`src/rtl/bus_arbiter_2m.sv`:
```
// Two-master, three-slave bus arbiter: fixed-priority grant FSM without preemption,
// shared slave bus muxed from the granted master, page-decoded selects and registered read-data steering.
module bus_arbiter_2m #(
  parameter logic [7:0] S0_PAGE = 8'h00,
  parameter logic [7:0] S1_PAGE = 8'h01,
  parameter logic [7:0] S2_PAGE = 8'h02
) (
  input  logic        clk,
  input  logic        reset,
  input  logic        m0_req,
  input  logic        m1_req,
  input  logic        m0_wr,
  input  logic        m1_wr,
  input  logic [15:0] m0_addr,
  input  logic [15:0] m1_addr,
  input  logic [31:0] m0_dout,
  input  logic [31:0] m1_dout,
  output logic        m0_grant,
  output logic        m1_grant,
  output logic [31:0] m_din,
  output logic        s0_sel,
  output logic        s1_sel,
  output logic        s2_sel,
  output logic        s_wr,
  output logic [15:0] s_addr,
  output logic [31:0] s_din,
  input  logic [31:0] s0_dout,
  input  logic [31:0] s1_dout,
  input  logic [31:0] s2_dout
);

  localparam int unsigned AW = 16;
  localparam int unsigned DW = 32;
  localparam int unsigned NS = 3;

  typedef enum logic [1:0] {IDLE, GNT0, GNT1} state_t;

  state_t        state;
  state_t        state_nxt;
  logic [NS-1:0] dec_sel;
  logic [NS-1:0] rd_sel;
  logic [7:0]    s2_page_hi;

  assign s2_page_hi = 8'(S2_PAGE + 8'd1);

  // State register
  always_ff @(posedge clk or posedge reset) begin
    if (reset) state <= IDLE;
    else       state <= state_nxt;
  end

  // Next state: m0 wins from idle, current owner keeps the bus while requesting
  always_comb begin
    state_nxt = state;
    case (state)
      IDLE: begin
        if (m0_req)      state_nxt = GNT0;
        else if (m1_req) state_nxt = GNT1;
      end
      GNT0: begin
        if (m0_req)      state_nxt = GNT0;
        else if (m1_req) state_nxt = GNT1;
        else             state_nxt = IDLE;
      end
      GNT1: begin
        if (m1_req)      state_nxt = GNT1;
        else if (m0_req) state_nxt = GNT0;
        else             state_nxt = IDLE;
      end
      default: state_nxt = IDLE;
    endcase
  end

  assign m0_grant = (state == GNT0);
  assign m1_grant = (state == GNT1);

  // Shared slave bus follows the granted master, parked at zero when idle
  always_comb begin
    s_wr   = 1'b0;
    s_addr = {AW{1'b0}};
    s_din  = {DW{1'b0}};
    case (state)
      GNT0: begin
        s_wr   = m0_wr;
        s_addr = m0_addr;
        s_din  = m0_dout;
      end
      GNT1: begin
        s_wr   = m1_wr;
        s_addr = m1_addr;
        s_din  = m1_dout;
      end
      default: ;
    endcase
  end

  // Page decode; priority order keeps selects one-hot even if pages overlap
  always_comb begin
    dec_sel = {NS{1'b0}};
    if (state != IDLE) begin
      if (s_addr[15:8] == S0_PAGE)      dec_sel = 3'b001;
      else if (s_addr[15:8] == S1_PAGE) dec_sel = 3'b010;
      else if ((s_addr[15:8] == S2_PAGE) || (s_addr[15:8] == s2_page_hi))
                                        dec_sel = 3'b100;
    end
  end

  assign s0_sel = dec_sel[0];
  assign s1_sel = dec_sel[1];
  assign s2_sel = dec_sel[2];

  // Read select remembered for one cycle; writes steer nothing back
  always_ff @(posedge clk or posedge reset) begin
    if (reset)     rd_sel <= {NS{1'b0}};
    else if (s_wr) rd_sel <= {NS{1'b0}};
    else           rd_sel <= dec_sel;
  end

  always_comb begin
    m_din = {DW{1'b0}};
    case (rd_sel)
      3'b001:  m_din = s0_dout;
      3'b010:  m_din = s1_dout;
      3'b100:  m_din = s2_dout;
      default: m_din = {DW{1'b0}};
    endcase
  end

endmodule

```
`config.mk`:
```
export PLATFORM = sky130hd
export DESIGN_NAME = bus_arbiter_2m
export DESIGN_NICKNAME = d
export VERILOG_FILES = /design/src/rtl/bus_arbiter_2m.sv
export SDC_FILE = /design/constraint.sdc
export NUM_CORES = 1
export LEC_CHECK = 0
export ABC_AREA = 1
export ABC_CLOCK_PERIOD_IN_PS = 2900
export CORE_AREA = 2 2 109 111
export CTS_CLUSTER_DIAMETER = 150
export DETAILED_ROUTE_END_ITERATION = 8
export DIE_AREA = 0 0 111 113
export GPL_ROUTABILITY_DRIVEN = 0
export PLACE_DENSITY = 0.58
export SYNTH_ARGS = -nofsm -noshare
export SYNTH_HDL_FRONTEND = slang
export SYNTH_SLANG_ARGS = --single-unit
```
`constraint.sdc`:
```
create_clock -name clk -period 2.9 [get_ports clk]
set_input_delay 0.725 -clock clk [delete_from_list [all_inputs] [get_ports clk]]
set_output_delay 0.725 -clock clk [all_outputs]
set_load 0.005 [all_outputs]
```
==> flow_metrics.tcl, run 1 <==
set metrics [dict create \
    max_slew_margin_pct 77.49 \
    chipHeight_um 113 \
    critPathMostFrequentCell "sky130_fd_sc_hd__nand2_1" \
    ios 284 \
    total_global_routing_track_utilization_pct 16.44 \
    timing.critical_path.slowest_cell_delay_ns 0.53 \
    crit_buf_inv 4 \
    layout_worst_path_cycle_share_pct 97.89 \
    reg2reg_slack_ns 1.13 \
    routed_wl_um 11250 \
    drc_violations_left 0 \
    clock_path_buffers 2 \
    ys_warnings 0 \
    worstSetupPathDepth 7 \
    pin_count_of_the_biggest_net_entering_global_routing 42 \
    timing.critical_path.max_delay_family "buffers and inverters" \
    number_of_iterations_in_the_first_detailed_routing_pass 4 \
    areaGrowthSynthToFinish_pct 193.9 \
    p_leak_nw 2.041 \
    finalSetupTns_ns 0 \
    grt_remaining_overflow 0 \
    crit_path_start "m0_addr[8]" \
    setup_slack_ns 0.06118 \
    first_global_vias 3417 \
    finalNetCount 860 \
    cts.hold.buffers_added 0 \
    final_core_utilization_pct 43.58 \
    final_antenna_net_count 0 \
    post_synth_main_area_contributors "sky130_fd_sc_hd__nand2_1 (48%), sky130_fd_sc_hd__a21oi_1 (12%), sky130_fd_sc_hd__nand3_1 (11%)" \
    port_buffers 283 \
    irDropWorstVdd_mv 0.3431 \
    power.total_mw 2.987 \
    holdPathStages 2 \
    clock-sinks 5 \
    htreeDepth 1 \
    worstPathCellList "clkdlybuf4s50_1, nand2_1, nand2_1, nand2_1, inv_1, buf_4, clkdlybuf4s50_1" \
    setup_viol_count_final 0 \
    clock-root-buffer "sky130_fd_sc_hd__clkbuf_16" \
    drtIter0Drc 148 \
    postPlaceCellArea_sq_um 4715 \
    syn-cell-area_sq_um 1672 \
    worstPathArrival_ns 2.11 \
    grt_use_met1_pct 17.09 \
    grt_antenna_before_repair 1 \
    clk_latency_ns 0.22 \
    ff_latch_count_synth 5 \
    die_span_x_um 111 \
    final-max-slew-violation-count 0 \
    clk_transition_reported_paths_ns 0.03 \
    worstReg2RegStart "state[1]$_DFFE_PP0P_" \
    timing_worst_slew_pin_value_ns 0.3376 \
    fin_skew_ns 0.001700 \
    core_region_sq_um 11270 \
    post-synth-top-area-cell "sky130_fd_sc_hd__nand2_1" \
    dieArea_sq_um 12540 \
    worstSetupPathType "input port to primary output" \
    rr_endpoint "rd_sel[1]$_DFF_PP0_" \
    outcome "finished clean" \
    drive_gt1_share_pct 6.393 \
    fraction_of_met2_tracks_used_by_global_routing_pct 32.68 \
    yosys.cell_types.count 14 \
    seq_area_frac_synth_pct 7.485 \
    start_util_pct 14.83 \
    maxCapViolCount 0 \
    layout_min_cycle_time_ns 2.839 \
    netlist.area_leader.share_pct 48.05 \
    cts_buffers 3 \
    worst_path_max_delay_cell "sky130_fd_sc_hd__clkdlybuf4s50_1" \
    grt_first_pass_wirelength_um 16880 \
    core.rowCount 39 \
    nFillCells 1176 \
    avgSynthCellArea_sq_um 4.580 \
    worst_ep_required_time_ns 2.17 \
    tritoncts "yes" \
    vias_per_cell 4.210 \
    reg2reg_depth 12 \
    p_per_area_nw_per_um2 608.0 \
    post_drt_wl_per_cell_um 14.05 \
    largest_fanout_of_any_net_on_the_critical_path 2 \
    fmax_mhz 352.3 \
    most_used_layer_global_route "met2" \
    net_count_after_synthesis 567 \
    met3_global_route_usage_pct 4.660 \
    worst_slack_placed_ns -0.1663 \
    dp_hpwl_um 9483 \
    setup.worst_path.end "s_addr[8]" \
    via_count 3372 \
    end_kind "primary output" \
    crit_path_start_kind "input port" \
    fin_area_sq_um 4912 \
    final-hold-violation-count 0 \
    postSynthCellCount 365 \
    timing.hold.worst.class "flop to flop" \
]
-- per-layer routing --
metal,part of all wire (%),vias to the layer above
met4,1.3,0
li1,-,1722
met5,0,-
met1,38,1448
met3,9.5,8
met2,52,194
-- state kept, by name (all words and copies together), names as in the netlist --
signal  count
rd_sel      3
state       2
-- how the worst min path moves through the flow --
stage	slack, ns	endpoint	startpoint
2_1_floorplan	0.50	rd_sel[0]$_DFF_PP0_	reset
3_3_place_gp	0.63	state[1]$_DFFE_PP0P_	state[1]$_DFFE_PP0P_
4_1_cts	0.71	state[0]$_DFFE_PP0P_	reset
3_5_place_dp	0.65	state[0]$_DFFE_PP0P_	state[0]$_DFFE_PP0P_
5_1_grt	0.72	state[1]$_DFFE_PP0P_	reset
6_report	0.69	state[0]$_DFFE_PP0P_	state[0]$_DFFE_PP0P_
-- cell families after synthesis --
group                    count (synthesis)  synth area share [%]
adder cells (fa/ha/maj)                  4                 2.994
buffers and inverters                   46                 12.72
AND/OR/NAND/NOR                        265                 63.32
flip-flops                               5                 7.485
AO/OA/AOI/OAI                           45                 13.47
-- cells in the final DEF, fill, tap and decap left out, types with 2 or more instances in the layout --
cell type	netlist	layout
sky130_fd_sc_hd__a21oi_1	41	40
sky130_fd_sc_hd__buf_4	0	25
sky130_fd_sc_hd__buf_6	2	2
sky130_fd_sc_hd__clkbuf_16	0	3
sky130_fd_sc_hd__clkdlybuf4s50_1	0	280
sky130_fd_sc_hd__dfrtp_1	5	4
sky130_fd_sc_hd__dlygate4sd2_1	0	3
sky130_fd_sc_hd__ha_4	0	3
sky130_fd_sc_hd__inv_1	22	21
sky130_fd_sc_hd__nand2_1	214	214
sky130_fd_sc_hd__nand3_1	38	38
sky130_fd_sc_hd__nor2_1	10	9
sky130_fd_sc_hd__o21ai_0	4	4
-- area by class of cell --
class | count | area (sq um) | share of cell area [%]
tap | 143 | 178.9 | 3.642
multi-input combinational | 314 | 1384 | 28.17
sequential | 5 | 126.4 | 2.573
antenna | 1 | 2.502 | 0.05094
timing repair buffer | 312 | 3059 | 62.28
clock buffer | 4 | 78.83 | 1.605
inverter | 22 | 82.58 | 1.681
-- cell usage after synthesis --
master and instances:
sky130_fd_sc_hd__buf_2 20, sky130_fd_sc_hd__dfrtp_1 5, sky130_fd_sc_hd__clkbuf_1 2, sky130_fd_sc_hd__a21oi_1 41
sky130_fd_sc_hd__nor2_1 10, sky130_fd_sc_hd__nor2_4 1, sky130_fd_sc_hd__o21ai_0 4, sky130_fd_sc_hd__nand2_2 1
sky130_fd_sc_hd__nor3_2 1, sky130_fd_sc_hd__inv_1 22, sky130_fd_sc_hd__nand2_1 214, sky130_fd_sc_hd__nand3_1 38
sky130_fd_sc_hd__buf_6 2, sky130_fd_sc_hd__ha_1 4
-- per-stage QoR --
stage          hold WS [ns]  cells
6_report             0.6925    801
5_1_grt              0.7209    800
4_1_cts              0.7075    791
3_5_place_dp         0.6471    787
3_3_place_gp         0.6254    787
2_1_floorplan        0.5035    365
-- power by group --
group	internal, mW	switching, mW	total (mW)	leakage [nW]
registers	0.0948	0.0255	0.120	0.0651
clock network	0.182	0.0412	0.223	0.0382
logic	1.44	1.21	2.64	1.94
total	1.71	1.27	2.99	2.04
-- worst min-delay path, stage by stage, from the launching register on --
cell	delay [ns]
sky130_fd_sc_hd__dfrtp_2	0.40
sky130_fd_sc_hd__inv_2	0.09
sky130_fd_sc_hd__o21ai_0	0.16
-- timing repair --
item / CTS / global route
setup buffers: 0 / 9
resized for setup: 13 / 2
pin swaps: 1 / 2
endpoints found under the hold margin: 0 / 0
setup endpoints to repair: 45 / 37
No activity file was read; power rests on OpenSTA's default activity.
==> run 2: changes to the inputs <==
--- a/config.mk
+++ b/config.mk
@@ -12,7 +12,9 @@
 export DETAILED_ROUTE_END_ITERATION = 8
 export DIE_AREA = 0 0 111 113
 export GPL_ROUTABILITY_DRIVEN = 0
+export GPL_TIMING_DRIVEN = 0
 export PLACE_DENSITY = 0.58
+export SLEW_MARGIN = 20
 export SYNTH_ARGS = -nofsm -noshare
 export SYNTH_HDL_FRONTEND = slang
 export SYNTH_SLANG_ARGS = --single-unit
==> run 2 against run 1 <==
  * Global-route usage rose by 0.55 points
  * Maximum frequency rose by 0.18%
  * Via count barely moved
  * Worst setup slack improved by 0.0052 ns
  * Utilization fell by 0.27 points
  * Critical endpoint is now s_din[7]
  * Largest power group unchanged
  * Highest routed layer is now met5
==> flow_metrics.tcl, run 2 (synthesized netlist as in run 1, its figures left out) <==
set metrics [dict create \
    nFillCells 1220 \
    crit_path_start_kind "flop" \
    final_antenna_net_count 0 \
    via_count 3370 \
    outcome "finished clean" \
    route.layer.met1.wl_um 3925 \
    chipHeight_um 113 \
    ios 284 \
    reg2reg_slack_ns 1.35 \
    pin_count_of_the_biggest_net_entering_global_routing 11 \
    wl_met3_um 1210 \
    rsz0062_at_grt "yes" \
    worst_ep_required_time_ns 2.17 \
    highest_layer "met5" \
    fmax_mhz 352.9 \
    irDropWorstVdd_mv 0.2630 \
    number_of_flip_flops_in_the_largest_register 3 \
    clk_latency_ns 0.23 \
    top_regs "rd_sel (3), state (2)" \
    worstReg2RegStart "state[1]$_DFFE_PP0P_" \
    final-hold-violation-count 0 \
    p_leak_nw 2.394 \
    end_kind "primary output" \
    drc_violations_left 0 \
    timing.hold.worst_endpoint "state[0]$_DFFE_PP0P_" \
    multi_input_comb_area_sq_um 1366 \
    worstPathArrival_ns 2.11 \
    clock-root-buffer "sky130_fd_sc_hd__clkbuf_16" \
    post_drt_wl_per_cell_um 14.25 \
    dp.cells 791 \
    sequential_cell_area_sq_um 126.4 \
    finish.cell_count_without_fillers 796 \
    core_region_sq_um 11270 \
    layout_min_cycle_time_ns 2.834 \
    crit_path_start "state[1]$_DFFE_PP0P_" \
    dp_hpwl_um 9924 \
    mostFrequentLayoutCell "sky130_fd_sc_hd__clkdlybuf4s50_1" \
    critPathMostFrequentCell "sky130_fd_sc_hd__inv_2" \
    p_per_area_nw_per_um2 580.1 \
    dieArea_sq_um 12540 \
    routed_wl_um 11340 \
    timing_worst_slew_pin_value_ns 0.3426 \
    maxCapViolCount 0 \
    total_global_routing_track_utilization_pct 16.99 \
    holdPathStages 2 \
    clock_path_buffers 2 \
    power.total_mw 2.832 \
    grt_first_pass_wirelength_um 17370 \
    reg2reg_depth 8 \
    final-max-slew-violation-count 0 \
    cts_buffers 3 \
    die_span_x_um 111 \
    largest_fanout_of_any_net_on_the_critical_path 10 \
    drtIter0Drc 135 \
    clock-sinks 5 \
    layout_worst_path_cycle_share_pct 97.71 \
    areaGrowthSynthToFinish_pct 192.1 \
    hold_path_startpoint "state[0]$_DFFE_PP0P_" \
    setup_viol_count_final 0 \
    register_with_the_most_flip_flops "rd_sel" \
    tritoncts "yes" \
    final_cell_mix "sky130_fd_sc_hd__clkdlybuf4s50_1 (258), sky130_fd_sc_hd__nand2_1 (214), sky130_fd_sc_hd__a21oi_1 (39)" \
    vias_per_cell 4.234 \
    cts.hold.buffers_added 0 \
    timing.hold.worst.class "flop to flop" \
    rr_endpoint "rd_sel[0]$_DFF_PP0_" \
    detailroute.wirelength.met2_um 5920 \
    max_slew_margin_pct 77.04 \
    fin_skew_ns 0.0003442 \
    grt_antenna_before_repair 2 \
    htreeDepth 1 \
    setup_slack_ns 0.06639 \
    grt_remaining_overflow 0 \
    worstPathCellList "inv_2, ha_1, buf_4, inv_2, buf_2, a21oi_1, clkdlybuf4s50_1" \
    timing.critical_path.slowest_cell_delay_ns 0.52 \
    worstSetupPathType "flop to primary output" \
    port_buffers 283 \
    clk_transition_reported_paths_ns 0.03 \
    worst_path_max_delay_cell "sky130_fd_sc_hd__clkdlybuf4s50_1" \
    drive_gt1_share_pct 5.828 \
    number_of_iterations_in_the_first_detailed_routing_pass 4 \
    first_global_vias 3492 \
    start_util_pct 14.83 \
    core.rowCount 39 \
    worst_slack_placed_ns -0.1532 \
    finalNetCount 855 \
]
run 2: timing repair:
item                                    4_1_cts  5_1_grt
resized for setup                            15       36
endpoints found under the setup margin       44       33
buffers inserted                              0        0
endpoints found under the hold margin         0        0
run 2: area by class of cell:
class                   instances  share of cell area [%]
inverters                      22                   1.691
flip-flops and latches          5                   2.588
multi-input cells             314                   27.99
clock buffers                   4                   1.615
diodes                          1                 0.05126
repair buffers                283                   59.07
plain buffers                  24                   3.332
well taps                     143                   3.665
run 2: worst max-delay path by stage:
stage / to / cells past startpoint
finish: s_din[7] / 7
global route: s_din[7] / 7
CTS: s_din[21] / 7
detailed placement: s0_sel / 9
global placement: s0_sel / 9
floorplan: s_addr[0] / 6
run 2: metrics by stage:
step           setup TNS, ns  instance area (sq um)  utilization (%)  hold slack [ns]
2_1_floorplan              0                   1672                -           0.5035
3_3_place_gp         -0.3062                   4683            41.55           0.6188
3_5_place_dp         -0.3110                   4683            41.55           0.6349
4_1_cts                    0                   4785            42.45           0.6455
5_1_grt             -0.04196                   4880            43.29           0.6960
6_report                   0                   4882            43.31           0.6749
run 2: report_power, final:
part	leakage (nW)	switching (mW)	total [mW]	internal, mW
Sequential	0.0651	0.0269	0.122	0.0948
Combinational	2.29	1.16	2.48	1.32
Clock	0.0382	0.0450	0.227	0.182
Total	2.39	1.23	2.83	1.60
run 2: worst max-delay path: cells and delay by family, from the launching register on:
kind,cells,cell delay (ns)
AO/OA/AOI/OAI,1,0.16
adder cells (fa/ha/maj),1,0.27
buffers and inverters,5,1.02
flip-flops,1,0.43
run 2: metal layers:
| layer | up-vias | track usage [%] |
|---|---|---|
| li1 | 1714 | - |
| met1 | 1452 | 16.92 |
| met2 | 183 | 33.70 |
| met3 | 19 | 5.410 |
| met4 | 2 | 4.750 |
| met5 | - | 0 |
==> run 3: changes to the inputs <==
--- a/config.mk
+++ b/config.mk
@@ -14,7 +14,7 @@
 export GPL_ROUTABILITY_DRIVEN = 0
 export GPL_TIMING_DRIVEN = 0
 export PLACE_DENSITY = 0.58
-export SLEW_MARGIN = 20
+export SLEW_MARGIN = 30
 export SYNTH_ARGS = -nofsm -noshare
 export SYNTH_HDL_FRONTEND = slang
 export SYNTH_SLANG_ARGS = --single-unit
==> results of run 3 <==
Final layout, timing and power as in run 2 (identical DEF).
